`src/rtl/rf_wb_scheduler.sv`:
```
// Register-file writeback scheduler: issue scoreboard with RAW/WAW stall, a small
// load-writeback queue and a single registered write port with ALU-first priority.
module rf_wb_scheduler #(
  parameter int LQ_DEPTH = 2
) (
  input  logic        clk,
  input  logic        rst_n,
  input  logic        i_iss_valid,
  input  logic [4:0]  i_iss_rs1,
  input  logic [4:0]  i_iss_rs2,
  input  logic [4:0]  i_iss_rd,
  output logic        o_iss_stall,
  input  logic        i_alu_valid,
  input  logic [4:0]  i_alu_rd,
  input  logic [31:0] i_alu_data,
  input  logic        i_ld_valid,
  input  logic [4:0]  i_ld_rd,
  input  logic [31:0] i_ld_data,
  output logic        o_ld_ready,
  output logic        o_rf_wr,
  output logic [4:0]  o_rf_rd,
  output logic [31:0] o_rf_wdata,
  output logic [31:0] o_pending,
  output logic [3:0]  o_lq_count,
  output logic        o_sb_err
);

  localparam int              PW        = (LQ_DEPTH > 1) ? $clog2(LQ_DEPTH) : 1;
  localparam logic [PW-1:0]   LAST_PTR  = PW'(LQ_DEPTH - 1);
  localparam logic [3:0]      DEPTH_CNT = 4'(LQ_DEPTH);

  logic [31:0]   r_pending;
  logic [4:0]    r_lq_rd   [LQ_DEPTH];
  logic [31:0]   r_lq_data [LQ_DEPTH];
  logic [PW-1:0] r_wr_ptr;
  logic [PW-1:0] r_rd_ptr;
  logic [3:0]    r_count;
  logic          r_rf_wr;
  logic [4:0]    r_rf_rd;
  logic [31:0]   r_rf_wdata;
  logic          r_sb_err;

  logic          w_issue;
  logic          w_push;
  logic          w_alu_sel;
  logic          w_lq_sel;
  logic          w_sel;
  logic [4:0]    w_sel_rd;
  logic [31:0]   w_sel_data;
  logic [31:0]   w_pending_nxt;
  logic [3:0]    w_count_nxt;

  function automatic logic hazard(input logic [4:0] r, input logic [31:0] pend);
    return (r != 5'd0) && pend[r];
  endfunction

  function automatic logic [PW-1:0] ptr_inc(input logic [PW-1:0] p);
    return (p == LAST_PTR) ? {PW{1'b0}} : p + PW'(1);
  endfunction

  // Issue hazard check against the current scoreboard
  always_comb begin
    o_iss_stall = 1'b0;
    if (i_iss_valid) begin
      o_iss_stall = hazard(i_iss_rs1, r_pending) | hazard(i_iss_rs2, r_pending) |
                    hazard(i_iss_rd, r_pending);
    end else begin
      o_iss_stall = 1'b0;
    end
  end

  // No pass-through: a full queue refuses loads even when the head pops this cycle
  assign o_ld_ready = rst_n && (r_count < DEPTH_CNT);
  assign w_issue    = i_iss_valid && !o_iss_stall && (i_iss_rd != 5'd0);
  assign w_push     = i_ld_valid && o_ld_ready && (i_ld_rd != 5'd0);
  assign w_alu_sel  = i_alu_valid && (i_alu_rd != 5'd0);
  assign w_lq_sel   = !w_alu_sel && (r_count != 4'd0);
  assign w_sel      = w_alu_sel || w_lq_sel;

  // Writeback selection: ALU first, then queue head
  always_comb begin
    w_sel_rd   = 5'd0;
    w_sel_data = 32'd0;
    if (w_alu_sel) begin
      w_sel_rd   = i_alu_rd;
      w_sel_data = i_alu_data;
    end else if (w_lq_sel) begin
      w_sel_rd   = r_lq_rd[r_rd_ptr];
      w_sel_data = r_lq_data[r_rd_ptr];
    end else begin
      w_sel_rd   = 5'd0;
      w_sel_data = 32'd0;
    end
  end

  // Scoreboard update: clear on selected write, then set on issue so set wins
  always_comb begin
    w_pending_nxt = r_pending;
    if (w_sel) begin
      w_pending_nxt[w_sel_rd] = 1'b0;
    end else begin
      w_pending_nxt = r_pending;
    end
    if (w_issue) begin
      w_pending_nxt[i_iss_rd] = 1'b1;
    end else begin
      w_pending_nxt[0] = 1'b0;
    end
    w_pending_nxt[0] = 1'b0;
  end

  // Queue occupancy next value
  always_comb begin
    w_count_nxt = r_count;
    case ({w_push, w_lq_sel})
      2'b10:   w_count_nxt = r_count + 4'd1;
      2'b01:   w_count_nxt = r_count - 4'd1;
      default: w_count_nxt = r_count;
    endcase
  end

  // Control state, write port and sticky error
  always_ff @(posedge clk) begin
    if (!rst_n) begin
      r_pending  <= 32'd0;
      r_wr_ptr   <= {PW{1'b0}};
      r_rd_ptr   <= {PW{1'b0}};
      r_count    <= 4'd0;
      r_rf_wr    <= 1'b0;
      r_rf_rd    <= 5'd0;
      r_rf_wdata <= 32'd0;
      r_sb_err   <= 1'b0;
    end else begin
      r_pending <= w_pending_nxt;
      r_count   <= w_count_nxt;
      if (w_push) begin
        r_wr_ptr <= ptr_inc(r_wr_ptr);
      end
      if (w_lq_sel) begin
        r_rd_ptr <= ptr_inc(r_rd_ptr);
      end
      r_rf_wr <= w_sel;
      if (w_sel) begin
        r_rf_rd    <= w_sel_rd;
        r_rf_wdata <= w_sel_data;
      end
      if (w_sel && !r_pending[w_sel_rd]) begin
        r_sb_err <= 1'b1;
      end
    end
  end

  // Queue storage; writes are already gated off during reset through o_ld_ready
  always_ff @(posedge clk) begin
    if (w_push) begin
      r_lq_rd[r_wr_ptr]   <= i_ld_rd;
      r_lq_data[r_wr_ptr] <= i_ld_data;
    end
  end

  assign o_rf_wr    = r_rf_wr;
  assign o_rf_rd    = r_rf_rd;
  assign o_rf_wdata = r_rf_wdata;
  assign o_pending  = r_pending;
  assign o_lq_count = r_count;
  assign o_sb_err   = r_sb_err;

endmodule
```
`config.mk`:
```
export PLATFORM = sky130hd
export DESIGN_NAME = rf_wb_scheduler
export DESIGN_NICKNAME = d
export VERILOG_FILES = /design/src/rtl/rf_wb_scheduler.sv
export SDC_FILE = /design/constraint.sdc
export NUM_CORES = 1
export LEC_CHECK = 0
export ABC_CLOCK_PERIOD_IN_PS = 4100
export CAP_MARGIN = 30
export CORE_AREA = 5 5 145 112
export CTS_CLUSTER_SIZE = 25
export DETAILED_ROUTE_END_ITERATION = 10
export DIE_AREA = 0 0 150 117
export GPL_TIMING_DRIVEN = 0
export PLACE_DENSITY = 0.8
export SLEW_MARGIN = 10
export SYNTH_ARGS = -nofsm -noshare
export SYNTH_HDL_FRONTEND = slang
export SYNTH_SLANG_ARGS = --single-unit
```
`constraint.sdc`:
```
create_clock -name clk -period 4.1 [get_ports clk]
set_clock_uncertainty 0.05 [all_clocks]
set_input_delay 1.025 -clock clk [delete_from_list [all_inputs] [get_ports clk]]
set_output_delay 1.025 -clock clk [all_outputs]
set_load 0.01 [all_outputs]
```
; Yosys cells after proc, flatten, opt, wreduce, memory -nomap -nowiden
; Memories as Yosys holds them, arrays and structs flattened. A register that Yosys moved wholly into a read port is not among the register bits.
; Index checks and enable logic that the tools add are counted.
[op_classes]
reduce_logical = 24
magnitude_cmp = 7
n_mux = 28
n_addsub = 4
bitwise = 5
eq_ne = 2
[op_table]
columns = op, n
row1 = 32-bit two-way mux, 3
row2 = 32-bit bitwise AND, 1
row3 = 32-bit NOT, 1
row4 = 32-bit OR, 1
row5 = 31-bit two-way mux, 1
row6 = 5-bit nonzero test, 5
row7 = 5-bit by 6-bit < comparator with 1-bit output (second input constant), 4
row8 = 1-bit binary-select mux with 5-bit select, 4
row9 = 1-bit two-way mux, 15
row10 = 1-bit logical AND, 13
row11 = 1-bit demux with 5-bit select, 2
row12 = 5-bit by 1-bit >= comparator with 1-bit output (second input constant), 2
row13 = 5-bit two-way mux, 2
row14 = 4-bit one-hot mux with 2 select lines, 1
row15 = 4-bit by 1-bit adder with 4-bit output (second input constant), 1
row16 = 4-bit by 2-bit < comparator with 1-bit output (second input constant), 1
row17 = 4-bit nonzero test, 1
row18 = 4-bit by 1-bit subtractor with 4-bit output (second input constant), 1
row19 = 1-bit zero test, 3
row20 = 1-bit adder (second input constant), 2
row21 = 2-bit by 1-bit equality test with 1-bit output (second input constant), 1
row22 = 2-bit equality test (second input constant), 1
row23 = 1-bit OR, 2
row24 = 2-bit nonzero test, 1
row25 = 1-bit logical OR, 1
[word_totals]
word_cells = 81
in_bits = 94
ramBits = 74
register_bits = 77
output_inout_bits = 77
memories = 2
[mem_list]
columns = memory, words, width, rd, rd_clocked_by_memory_dff, wr, line
row1 = r_lq_data, 2, 32, 1, 1, 1, 34  ; logic [31:0] r_lq_data [LQ_DEPTH];
row2 = r_lq_rd, 2, 5, 1, 1, 1, 33  ; logic [4:0] r_lq_rd [LQ_DEPTH];

; Longest topological paths before layout
[logic_depth]
word_depth = 15
ltp_mapped = 12
ltp_nobuf = 10

; Worst setup path after synthesis
; OpenSTA, ideal clock, no wires.
[synth_timing]
path_kind = in2reg
startpoint = in rst_n
endpoint = mem r_lq_data[0][0] (enable)
setup_ps = 433
t_arrival_ps = 3658
slack_ps = -41
path_stages = 4
required_time_ps = 3617
path_cell_list = clkbuf_1 nor4b_1 o211ai_1 nor2_1
[synth_via]
elab_chain_cells = 5
[synth_lines]
columns = element, line
row1 = start: declaration, 7  ; input logic rst_n,
row2 = 1-bit logical AND, 73  ; assign o_ld_ready = rst_n && (r_count < DEPTH_CNT);
row3 = named net o_ld_ready, 19  ; output logic o_ld_ready,
row4 = 1-bit logical AND (2 in series), 75  ; assign w_push = i_ld_valid && o_ld_ready && (i_ld_rd != 5'd0);
row5 = 1-bit two-way mux, 155  ; if (w_push) begin
row6 = 1-bit two-way mux (implied by the code), 157  ; r_lq_data[r_wr_ptr] <= i_ld_data;
row7 = end: declaration, 34
; The timed path passes the listed nets, and every way through them passes these cells.

; Worst setup path in the final report
[layout_timing]
startpoint = in i_iss_rs1[0]
endpoint = out o_iss_stall
[layout_via]
elab_chain_cells = 6
word_cells_on_any_way = 7
cone_classes = mux (3) / bitwise (2) / reduce/logical (2)
[layout_lines]
columns = element, line
row1 = start: declaration, 9  ; input logic [4:0] i_iss_rs1,
row2 = 1-bit binary-select mux with 5-bit select, 54  ; return (r != 5'd0) && pend[r];
row3 = 1-bit two-way mux (implied by the code), 54
row4 = 1-bit logical AND *, 54
row5 = 1-bit OR * (2 in series), 65  ; o_iss_stall = hazard(i_iss_rs1, r_pending) | hazard(i_iss_rs2, r_pending) |
row6 = 1-bit two-way mux *, 64  ; if (i_iss_valid) begin
row7 = end: declaration, 12  ; output logic o_iss_stall,
; Mark *: on every way between the ends. The rest lies on a longest branch, timed or not. The select of a mux whose other input is x is not followed.

==> flow_summary.ini <==
[outcome]
status = finished clean

[placed_design]
dp_slack_ns = -0.822
place_congestion = 1.00
postPlaceCellArea_sq_mm = 0.00912
port_buffers = 161
dp_hpwl_mm = 16.1

[timing]
fmax_ghz = 0.248
relSlewSlack = 0.473
worst_slew_pin_slew_ns = 0.790
hold_viol_final = 0
period_share = 0.984
slew_viol_final = 0
fin_tns_setup_ns = 0
fin_crit_ns = 4.03
rsz0062_at_grt = false
fin_ws_ns = 0.0661
setup_viol = 0

[layout]
fillers = 1130
nets = 908
fin_area_sq_mm = 0.00986
final_util = 0.665
area_delta_synth_final_pct = 37.3
drive_gt1_frac = 0.107
multiInputGateArea_sq_mm = 0.00324
n_antenna_cell = 0
seq_area_sq_mm = 0.00376

[setup_path]
critPathLaunchType = input port
crit_chain = buf_4 > mux4_2 > mux4_2 > mux2i_2 > buf_4 > a41oi_1 > clkdlybuf4s15_2
rr_startpoint = o_lq_count[1]$_SDFFE_PN0P_
endpoint = o_iss_stall
reg2reg_slack_ns = 1.10
worstSetupStartpoint = i_iss_rs1[0]
reg2reg_to = o_lq_count[3]$_SDFFE_PN0P_
crit_type = in2out
required_ns = 3.02
cp_max_fo = 7
critPathArrivalTime_ns = 2.96
rr_worst_depth = 9
cp-end-kind = primary output
critPathMaxStageDelay_ns = 0.57
crit_path_top_delay_cell = mux4_2

[drt]
num_vias = 6139
routed_wl_mm = 21.8
avgViaCountPerCell = 5.97
routedWlPerCell_microns = 21.2
drtIter0Drc = 635
first_pass_iters = 6
drc = 0
final_antenna_net_count = 0

[hold_path]
hold_path_class = reg2reg
hold_depth = 2
min_from = o_rf_rd[3]$_SDFFE_PN0N_

[grt]
antenna_found_initial = 1
grt_max_degree = 23
track_usage = 0.249
grt_pass1_vias = 6069
overflow = 0
grt_pass1_wl_mm = 33.1

[clocking]
clock_tree.htree_level_count = 4
ctsHoldBuffers = 0
cts_buffer_depth = 2
root_buffer = clkbuf_16
clock_latency_ns = 0.42
cts_sinks = 151
clkSlewWorstSetupHoldPaths_ns = 0.06
cts_tree = done
cts_buffers = 17

[logic_synthesis]
postSynthAreaPerCell_sq_um = 11.5
ys_ff_latch = 151
async_flop_share = 0
yosys_warnings = 0
postSynthCellCount = 626
synth_nets = 724
yosys.area.top_type = edfxtp_1
ys.flop_type = dfxtp_1
yosysTopAreaCellShare = 0.310
synth_edf_count = 74
synth_cell_types = 57
synth.yosys.seq_area_share = 0.524
syn-cell-area_sq_mm = 0.00718
synth.area.top_cells = edfxtp_1 31%, dfxtp_1 21%, mux2i_1 8.2%

[floorplan]
start_util = 0.484
rows = 39
core_area_sq_mm = 0.0148
dieArea_sq_mm = 0.0176
chipHeight_microns = 117
die_w_microns = 150
num_io_pins = 171

[power_and_ir_drop]
power.total_mw = 5.72
p_leak_nw = 3.32
p_per_area_mw_per_mm2 = 581
ir_worst_vdd_mv = 0.419

[job]
maxCapViolations = 0
==> cells in the mapped netlist, types with 4 or more instances <==
| cell type | number |
|---|---|
| and2_1 | 10 |
| buf_2 | 6 |
| inv_1 | 8 |
| nand3_1 | 17 |
| nand4_1 | 4 |
| o31a_1 | 4 |
| a21oi_1 | 40 |
| o21ai_0 | 21 |
| o21ai_1 | 24 |
| mux4_2 | 23 |
| nor2b_1 | 37 |
| nor2_1 | 38 |
| a211oi_1 | 32 |
| edfxtp_1 | 74 |
| or3_1 | 5 |
| o211ai_1 | 32 |
| dfxtp_1 | 77 |
| mux2i_1 | 59 |
| nand2_1 | 24 |
| clkbuf_1 | 35 |
==> power by group <==
part | internal [mW] | switching (mW)
clock | 1.13 | 0.647
sequential | 1.82 | 0.124
combinational | 0.825 | 1.18
total | 3.77 | 1.95
==> layer usage <==
layer  track usage  part of all wire
met5             0           0.00060
met2         0.398              0.47
met3        0.0697             0.088
met1         0.330              0.41
met4        0.0902             0.027
==> metrics by stage <==
step / hold slack (ns) / instances
after floorplan: 0.427 / 626
after global placement: 0.421 / 992
after detailed placement: 0.423 / 994
after CTS: 0.440 / 1028
after global routing: 0.469 / 1028
final: 0.435 / 1028
==> registers in the layout (all words and copies together) (netlist names), named ones only <==
name	cells
o_lq_count	4
o_pending	31
o_rf_rd	5
o_rf_wdata	32
o_rf_wr	1
o_sb_err	1
r_lq_data	64
r_lq_rd	10
r_rd_ptr	1
r_wr_ptr	1
==> cell usage in the layout, fill, tap and decap left out, types with 3 or more instances in the layout <==
cell type and instances:
nand3_1 17, o21ai_1 24, dfxtp_1 77, ha_1 3
clkbuf_16 18, buf_4 7, and2_1 10, mux4_2 23
a31oi_1 3, mux2i_1 56, nor2_1 35, or3_1 5
nand4_1 4, o31a_1 4, a21oi_1 40, a211oi_1 32
nand3b_1 3, nand2b_1 3, clkbuf_1 33, bufinv_16 5
inv_6 3, o211ai_1 32, nor2b_1 37, edfxtp_1 74
inv_1 8, nand2_1 24, o21ai_0 20, clkdlybuf4s50_1 158
==> critical path: cells and delay by family <==
kind	cells	cell delay (ns)
compound gates	1	0.11
buf+inv	3	0.60
mux	3	1.22
==> cell families after synthesis <==
group,synth area share
AOI/OAI and AO/OA,0.160
and+or+nand+nor,0.114
DFF,0.524
muxes,0.158
buffers and inverters,0.0309
adders and majority gates,0.00802
xor gates and xnor gates,0.00488
other,0.000522
==> area by class of cell <==
cell class	count	share of cell area
Tap cell	205	0.0260
Clock buffer	19	0.0461
Timing Repair Buffer	167	0.172
Inverter	8	0.00305
Buffer	43	0.0203
Multi-Input combinational cell	422	0.329
Clock inverter	13	0.0220
Sequential cell	151	0.382
==> worst min path at each step <==
stage | end | slack (ns)
floorplan | o_sb_err$_SDFFE_PN0P_ | 0.43
global placement | o_rf_rd[3]$_SDFFE_PN0N_ | 0.42
detailed placement | o_rf_rd[3]$_SDFFE_PN0N_ | 0.42
CTS | o_rf_rd[3]$_SDFFE_PN0N_ | 0.44
global route | o_rf_rd[3]$_SDFFE_PN0N_ | 0.47
finish | o_rf_rd[3]$_SDFFE_PN0N_ | 0.44
==> repair_timing <==
action                                  4_1_cts  5_1_grt
resized for setup                            17        5
buffers inserted                              3        0
hold endpoints to repair                      0        0
endpoints found under the setup margin        1        2
No activity file was read; power rests on OpenSTA's default activity.
